$ cat config.mk
export PLATFORM = sky130hd
export DESIGN_NAME = exec_phase_seq
export DESIGN_NICKNAME = d
export VERILOG_FILES = /design/src/rtl/exec_phase_seq.sv
export SDC_FILE = /design/constraint.sdc
export NUM_CORES = 1
export LEC_CHECK = 0
export CORE_UTILIZATION = 45
export DETAILED_ROUTE_END_ITERATION = 10
export PLACE_DENSITY_LB_ADDON = 0.1
export SETUP_SLACK_MARGIN = 0.1
export SLEW_MARGIN = 20
export SYNTH_ARGS = -nofsm -noshare
export SYNTH_HDL_FRONTEND = slang
export SYNTH_SLANG_ARGS = --single-unit
$ cat constraint.sdc
create_clock -name clk_sys -period 2.7 [get_ports clk_sys]
set_clock_uncertainty 0.05 [all_clocks]
set_input_delay 0.27 -clock clk_sys [delete_from_list [all_inputs] [get_ports clk_sys]]
set_output_delay 0.27 -clock clk_sys [all_outputs]
set_load 0.05 [all_outputs]
$ cat src/rtl/exec_phase_seq.sv
// rtl/exec_phase_seq.sv - execution phase sequencer for the P-D/P-M control path
//
// Purpose:
//   Steps the one-hot execution state (PP, W$, WE, WX, WA, WZ, WP, WR, WM, WW).
//   Each execution state runs sub-phase S1 (strob1) and then S2 (strob2).
//   The decoder's enter-state requests are sampled on the S2 cycle.
//   WR/WW perform a memory handshake and WM performs an IO handshake;
//   these states hold S1 until the answer arrives or the timeout fires.
//   FP hands control to the FPU, and KC marks the end of the instruction cycle.
//
// Optional feature:
//   PHASE_STEP_EN - adds step_mode/step. With step_mode=1, every S2 is held
//   until a step pulse arrives, and the decision is taken on that cycle.
//
// Ports:
//   clk_sys, clr          clock; synchronous active-high reset
//   start                 leave IDLE and begin at PP/S1
//   ewz..ewx              enter-state requests, sampled in S2 only
//   ekc_1, ekc_2          cycle-end requests (highest priority in S2)
//   efp                   enter FP state
//   fp_done               FPU finished
//   mem_ok, io_ok         memory / IO answers
//   pp..ww                one-hot current execution state
//   strob1, strob2        sub-phase strobes
//   mem_req, io_req       handshake requests
//   fp_req                FPU busy request
//   kc                    one-cycle cycle-complete pulse
//   alarm                 one-cycle timeout pulse
//   seq_err               one-cycle bad-decode pulse
//   busy                  not IDLE
//
// Timeout behaviour:
//   On the MEM_TIMEOUT-th S1 cycle without an answer, alarm pulses and the
//   request is withdrawn on that same cycle. KC follows on the next cycle.
module exec_phase_seq #(
  parameter int MEM_TIMEOUT = 64,
  parameter int TMR_W       = 7
) (
  input  logic clk_sys,
  input  logic clr,
  input  logic start,
  input  logic ewz,
  input  logic ew$,
  input  logic ewe,
  input  logic ewa,
  input  logic ewp,
  input  logic ewr,
  input  logic ewm,
  input  logic eww,
  input  logic ewx,
  input  logic ekc_1,
  input  logic ekc_2,
  input  logic efp,
  input  logic fp_done,
  input  logic mem_ok,
  input  logic io_ok,
`ifdef PHASE_STEP_EN
  input  logic step_mode,
  input  logic step,
`endif
  output logic pp,
  output logic w$,
  output logic we,
  output logic wx,
  output logic wa,
  output logic wz,
  output logic wp,
  output logic wr,
  output logic wm,
  output logic ww,
  output logic strob1,
  output logic strob2,
  output logic mem_req,
  output logic io_req,
  output logic fp_req,
  output logic kc,
  output logic alarm,
  output logic seq_err,
  output logic busy
);

  typedef enum logic [3:0] {
    ST_IDLE, ST_PP, ST_WD, ST_WE, ST_WX, ST_WA, ST_WZ,
    ST_WP, ST_WR, ST_WM, ST_WW, ST_FP, ST_KC
  } state_t;

  state_t             state, state_n;
  logic               s2, s2_n;
  logic [TMR_W-1:0]   tmr, tmr_n;

  logic [8:0] ew_vec;
  logic       ew_one;
  state_t     ew_tgt;
  logic       hs_state;
  logic       ok_in;
  logic       tmr_hit;
  logic       s2_hold;

  assign ew_vec  = {ewz, ew$, ewe, ewa, ewp, ewr, ewm, eww, ewx};
  // Exactly one request: non-zero and clearing the lowest set bit leaves zero.
  assign ew_one  = (ew_vec != 9'd0) && ((ew_vec & (ew_vec - 9'd1)) == 9'd0);
  assign hs_state = (state == ST_WR) || (state == ST_WW) || (state == ST_WM);
  // WM listens to io_ok only; WR/WW listen to mem_ok only.
  assign ok_in   = (state == ST_WM) ? io_ok : mem_ok;
  assign tmr_hit = (tmr == TMR_W'(MEM_TIMEOUT - 1));

`ifdef PHASE_STEP_EN
  assign s2_hold = step_mode && !step;
`else
  assign s2_hold = 1'b0;
`endif

  // The target is only used when ew_one is set, so priority among bits is moot.
  always_comb begin
    ew_tgt = ST_KC;
    if (ewz) ew_tgt = ST_WZ;
    if (ew$) ew_tgt = ST_WD;
    if (ewe) ew_tgt = ST_WE;
    if (ewa) ew_tgt = ST_WA;
    if (ewp) ew_tgt = ST_WP;
    if (ewr) ew_tgt = ST_WR;
    if (ewm) ew_tgt = ST_WM;
    if (eww) ew_tgt = ST_WW;
    if (ewx) ew_tgt = ST_WX;
  end

  always_ff @(posedge clk_sys) begin
    if (clr) begin
      state <= ST_IDLE;
      s2    <= 1'b0;
      tmr   <= '0;
    end else begin
      state <= state_n;
      s2    <= s2_n;
      tmr   <= tmr_n;
    end
  end

  always_comb begin
    state_n = state;
    s2_n    = s2;
    tmr_n   = '0;
    strob1  = 1'b0;
    strob2  = 1'b0;
    mem_req = 1'b0;
    io_req  = 1'b0;
    fp_req  = 1'b0;
    kc      = 1'b0;
    alarm   = 1'b0;
    seq_err = 1'b0;

    case (state)
      ST_IDLE: begin
        s2_n = 1'b0;
        if (start) state_n = ST_PP;
      end

      ST_FP: begin
        fp_req = 1'b1;
        if (fp_done) state_n = ST_KC;
      end

      ST_KC: begin
        kc      = 1'b1;
        state_n = ST_IDLE;
      end

      default: begin
        if (!s2) begin
          strob1 = 1'b1;
          if (!hs_state) begin
            s2_n = 1'b1;
          end else if (ok_in) begin
            // The answer wins over a coincident timeout.
            mem_req = (state != ST_WM);
            io_req  = (state == ST_WM);
            s2_n    = 1'b1;
          end else if (tmr_hit) begin
            alarm   = 1'b1;
            state_n = ST_KC;
          end else begin
            mem_req = (state != ST_WM);
            io_req  = (state == ST_WM);
            tmr_n   = tmr + 1'b1;
          end
        end else begin
          strob2 = 1'b1;
          if (!s2_hold) begin
            s2_n = 1'b0;
            if (ekc_1 || ekc_2) begin
              state_n = ST_KC;
            end else if (efp) begin
              state_n = ST_FP;
            end else if (ew_one) begin
              state_n = ew_tgt;
            end else begin
              seq_err = 1'b1;
              state_n = ST_KC;
            end
          end
        end
      end
    endcase
  end

  assign pp   = (state == ST_PP);
  assign w$   = (state == ST_WD);
  assign we   = (state == ST_WE);
  assign wx   = (state == ST_WX);
  assign wa   = (state == ST_WA);
  assign wz   = (state == ST_WZ);
  assign wp   = (state == ST_WP);
  assign wr   = (state == ST_WR);
  assign wm   = (state == ST_WM);
  assign ww   = (state == ST_WW);
  assign busy = (state != ST_IDLE);

endmodule

# Word-level counts from Yosys, hierarchy flattened
# Index checks and enable logic that the tools add are counted.
# totals
in_bits	18
reg_bits	12
output_inout_bits	19
wordCells	88
# op_classes
muxes	50
eq_ne	17
n_addsub	2
n_bitwise	2
reduce_logical	14
# op_table
operator	count
$mux 4	18
$mux 1	30
$eq 4x4->1 const B	5
$eq 4x3->1 const B	4
$pmux 4 s3	1
$reduce_bool 5->1	2
$and 9x9->9	1
$logic_not 9->1	1
$reduce_bool 9->1	1
$sub 9x1->9 const B	1
$eq 4x2->1 const B	2
$reduce_or 8->1	1
$add 7x1->7 const B	1
$eq 7x6->1 const B	1
$ne 5x2->1 const B	1
$reduce_and 5->1	1
$eq 4x1->1 const B	1
$logic_not 4->1	1
$ne 2x2->1 const B	2
$ne 4x4->1 const B	1
$reduce_bool 4->1	1
$logic_or 1x1->1	3
$reduce_or 3->1	1
$pmux 1 s2	1
other kinds (3)	3

# Logic depth before layout (Yosys ltp)
# depth
depth_word	14
ltp_mapped	8
mapped_depth_nobuf	7

# Worst setup path before layout
# No wires, ideal clock.
# synth_path
kind	reg-to-output
start	reg state[3]
end	out mem_req
t_required_ps	2380
path_stages_with_launch	7
path_buffers	1
arrival_ps	3416
path_slack_ps	-1036
cell_sequence	dfxtp_1 -> buf_2 -> nand2_1 -> nor3_1 -> mux2i_1 -> a21boi_0 -> nor3b_1
# synth_via
elab_chain_cells	6
elab_cells_between_ends	16
classes_between	6 x eq/ne; 6 x mux; 4 x reduce/logical
# synth_rtl
element	line_no	rtl
start: declaration	87	state_t state, state_n;
start signal: assignment	133	state <= state_n;
$eq 4x4->1 *	--	
via wm	69	output logic wm,
$mux 1	104	assign ok_in = (state == ST_WM) ? io_ok : mem_ok;
$mux 1	173	end else if (ok_in) begin
$mux 1 *	171	if (!hs_state) begin
$mux 1 *	169	if (!s2) begin
$mux 1 *	152	case (state)
end: declaration	73	output logic mem_req,
# The timed path passes the listed nets; every way through them passes the cells marked *.

# Final worst setup path
# layout_path
start	in eww
end	out seq_err
# layout_via
elab_chain_cells	9
elab_cells_between_ends	10
classes_between	1 x add/sub; 5 x mux; 1 x bitwise; 3 x reduce/logical
# layout_rtl
element	line_no	rtl
start: declaration	49	input logic eww,
$sub 9x1->9	101	assign ew_one = (ew_vec != 9'd0) && ((ew_vec & (ew_vec - 9'd1)) == 9'd0);
$and 9x9->9	101	
$logic_not 9->1	101	
$logic_and 1x1->1 *	101	
$mux 1 *	194	end else if (ew_one) begin
$mux 1 *	192	end else if (efp) begin
$mux 1 *	190	if (ekc_1 || ekc_2) begin
$mux 1 *	169	
$mux 1 *	152	
end: declaration	78	output logic seq_err,
# Mark *: on every way between the ends. The rest lies on a longest branch, timed or not.

==> impl_metrics.tcl <==
set metrics [dict create \
    placed_cells 207 \
    yosysSeqAreaShare 0.229 \
    die_x_um 50.3 \
    drc 0 \
    synth_ff_type "dfxtp_1" \
    setup-tns-final_ns 0 \
    syn2layout_area_growth_pct 44.6 \
    cpLargestDelayFamily "buffers and inverters" \
    leakage_uw 0.000523 \
    cts_root_buf "clkbuf_4" \
    io_buffers 36 \
    slew-limit-headroom 0.653 \
    whs_ns 0.401 \
    vias 1174 \
    clk_pin_slew_worst_paths_ns 0.07 \
    syn_area_um2 1050 \
    ys_warn_count 0 \
    avgSynthCellArea_um2 7.14 \
    finalInstanceArea_um2 1520 \
    cts_inserted_buffers 3 \
    crit_required_ns 2.38 \
    crit_type "primary input to output pin" \
    initial_utilization 0.475 \
    fmax_ghz 0.405 \
    routed_via_density 5.59 \
    grt_antenna_before_repair 0 \
    yosys.area.top_type "dfxtp_1" \
    tritoncts "built" \
    first_global_vias 1077 \
    clk_latency_ns 0.27 \
    die_y_um 50.3 \
    cp-end-kind "output pin" \
    rsz0062_at_grt "yes" \
    ios 37 \
    worst_path_max_delay_cell "clkdlybuf4s50_1" \
    fp.coreArea_um2 2210 \
    cts_sinks 12 \
    yosysUniqueCellTypes 44 \
    dp_hpwl_um 1980 \
    cp_num_buf_inv 2 \
    ant_nets 0 \
    finalHoldViolCount 0 \
    synth_edf_count 0 \
    diodes 0 \
    fin_crit_sh 0.915 \
    ys_async_sr_fraction 0 \
    grt.total_usage 0.217 \
    grt_pass1_wl_um 4370 \
    reg2reg_slack_ns 0.58 \
    h-tree-depth 1 \
    maxCapViolCount 0 \
    drt_pass1_iterations 5 \
    min_path_type "flop to flop" \
    multiInputGateArea_um2 776 \
    routed_wl_um 2580 \
    drive_above_1_share 0.154 \
    dpl-instance-area_um2 1490 \
    synth_seq_cells 12 \
    finalMaxSlewViolations 0 \
    tightest_slew_ns 0.519 \
    synth_nets 166 \
    die_area_um2 2530 \
    fin_nets 203 \
    final_core_util 0.686 \
    stdcell_count 210 \
    regArea_um2 244 \
    place_congestion 0.856 \
    status "complete, no violations" \
    peakVddDrop_mv 0.481 \
    startpoint_type "primary input" \
    clock_path_buffers 2 \
    ys_top_cells_by_area "dfxtp_1 (23%), nor2_1 (11%), nor3_1 (6.7%), a21oi_1 (4.3%), nor4_4 (4.1%)" \
    final_common_cell "nor2_1" \
    grt_overflow 0 \
    worstPathMaxFanout 7 \
    setup_viol 0 \
    hold_buffers 0 \
    first_iter_violations 22 \
    power_density_nw_per_um2 715 \
    routedWlPerCell_um 12.3 \
    critical_path.cell_chain "clkdlybuf4s50_1 -> or3_1 -> o31ai_1 -> a211oi_1 -> a21oi_1 -> nor3_2 -> buf_12" \
    max_stage_delay_ns 0.52 \
    synth_top_area_frac 0.229 \
    rows 17 \
    layout_common_cells "nor2_1 (31), clkdlybuf4s50_1 (30), nor3_1 (11)" \
    grt_max_degree 17 \
    arrival_ns 2.15 \
    post-route-min-period_ns 2.47 \
    n_fill_cell 193 \
    synthCells 147 \
]
registers in the layout (all words and copies together) (netlist names):
| register | count |
|---|---|
| s2 | 1 |
| state | 4 |
| tmr | 7 |
power breakdown:
| part | internal [uW] | leakage, uW | total, uW | switching (uW) |
|---|---|---|---|---|
| logic | 282 | 0.000411 | 707 | 424 |
| clock network | 51.5 | 0.0000138 | 107 | 55.7 |
| registers | 204 | 0.0000987 | 272 | 68.1 |
| total | 538 | 0.000523 | 1090 | 548 |
synthesized netlist by cell type (2+ instances only):
library cell / n
inv_1: 4
and4_1: 2
nor3b_1: 3
a21oi_1: 9
nand3_1: 4
clkbuf_1: 4
buf_2: 2
buf_6: 2
nor4b_1: 2
nor3_1: 14
nor4_4: 2
xnor2_1: 2
or3_1: 3
dfxtp_1: 12
nor2_1: 32
a2111oi_0: 3
nand2b_1: 2
a221oi_1: 2
o21ai_0: 2
nor4_1: 2
mux2i_1: 2
xor2_1: 2
o21bai_1: 2
nand2_1: 10
or2_2: 2
a211oi_1: 3
cell type report:
| class | instances | share of cell area |
|---|---|---|
| flip-flops and latches | 12 | 0.161 |
| multi-input cells | 123 | 0.511 |
| clock buffers | 3 | 0.0148 |
| inverters | 4 | 0.00989 |
| well taps | 28 | 0.0231 |
| repair buffers | 40 | 0.280 |
kinds of logic after synthesis:
logic type      synth area share
xor+xnor                  0.0334
flops                      0.229
buf+inv                   0.0596
mux                       0.0191
fa+ha+maj                 0.0215
compound gates             0.192
simple gates               0.446
worst register-to-register path: cells and delay by family, from the launching register on:
family | cells | cell delay, ns
flops | 1 | 0.35
fa+ha+maj | 1 | 0.22
compound gates | 3 | 0.74
simple gates | 3 | 0.62
timing repair:
action,in CTS,in global routing
gates resized for setup,0,4
endpoints found under the setup margin,0,6
setup buffers,0,0
stage by stage:
step	worst slack, ns	total power, uW
floorplan	-0.169	766
global placement	0.228	966
detailed placement	0.170	974
CTS	0.127	1080
global route	0.0894	1150
finish	0.228	1090
final timing paths:
check,start,endpoint,cells past startpoint
setup reg to reg,tmr[0],state[3],7
hold reg to reg,tmr[0],tmr[0],1
hold / removal,tmr[0],tmr[0],1
setup / recovery,eww,seq_err,7
routing by layer:
layer / up-vias / part of all wire / wire (um) / global-route usage
met3: 0 / 0.038 / 99 / 0.0424
met2: 29 / 0.51 / 1300 / 0.409
li1: 612 / - / - / -
met4: 0 / 0 / 0 / 0.0417
met1: 533 / 0.46 / 1170 / 0.250
met5: - / 0 / 0 / 0
No activity file was read; power rests on OpenSTA's default activity.
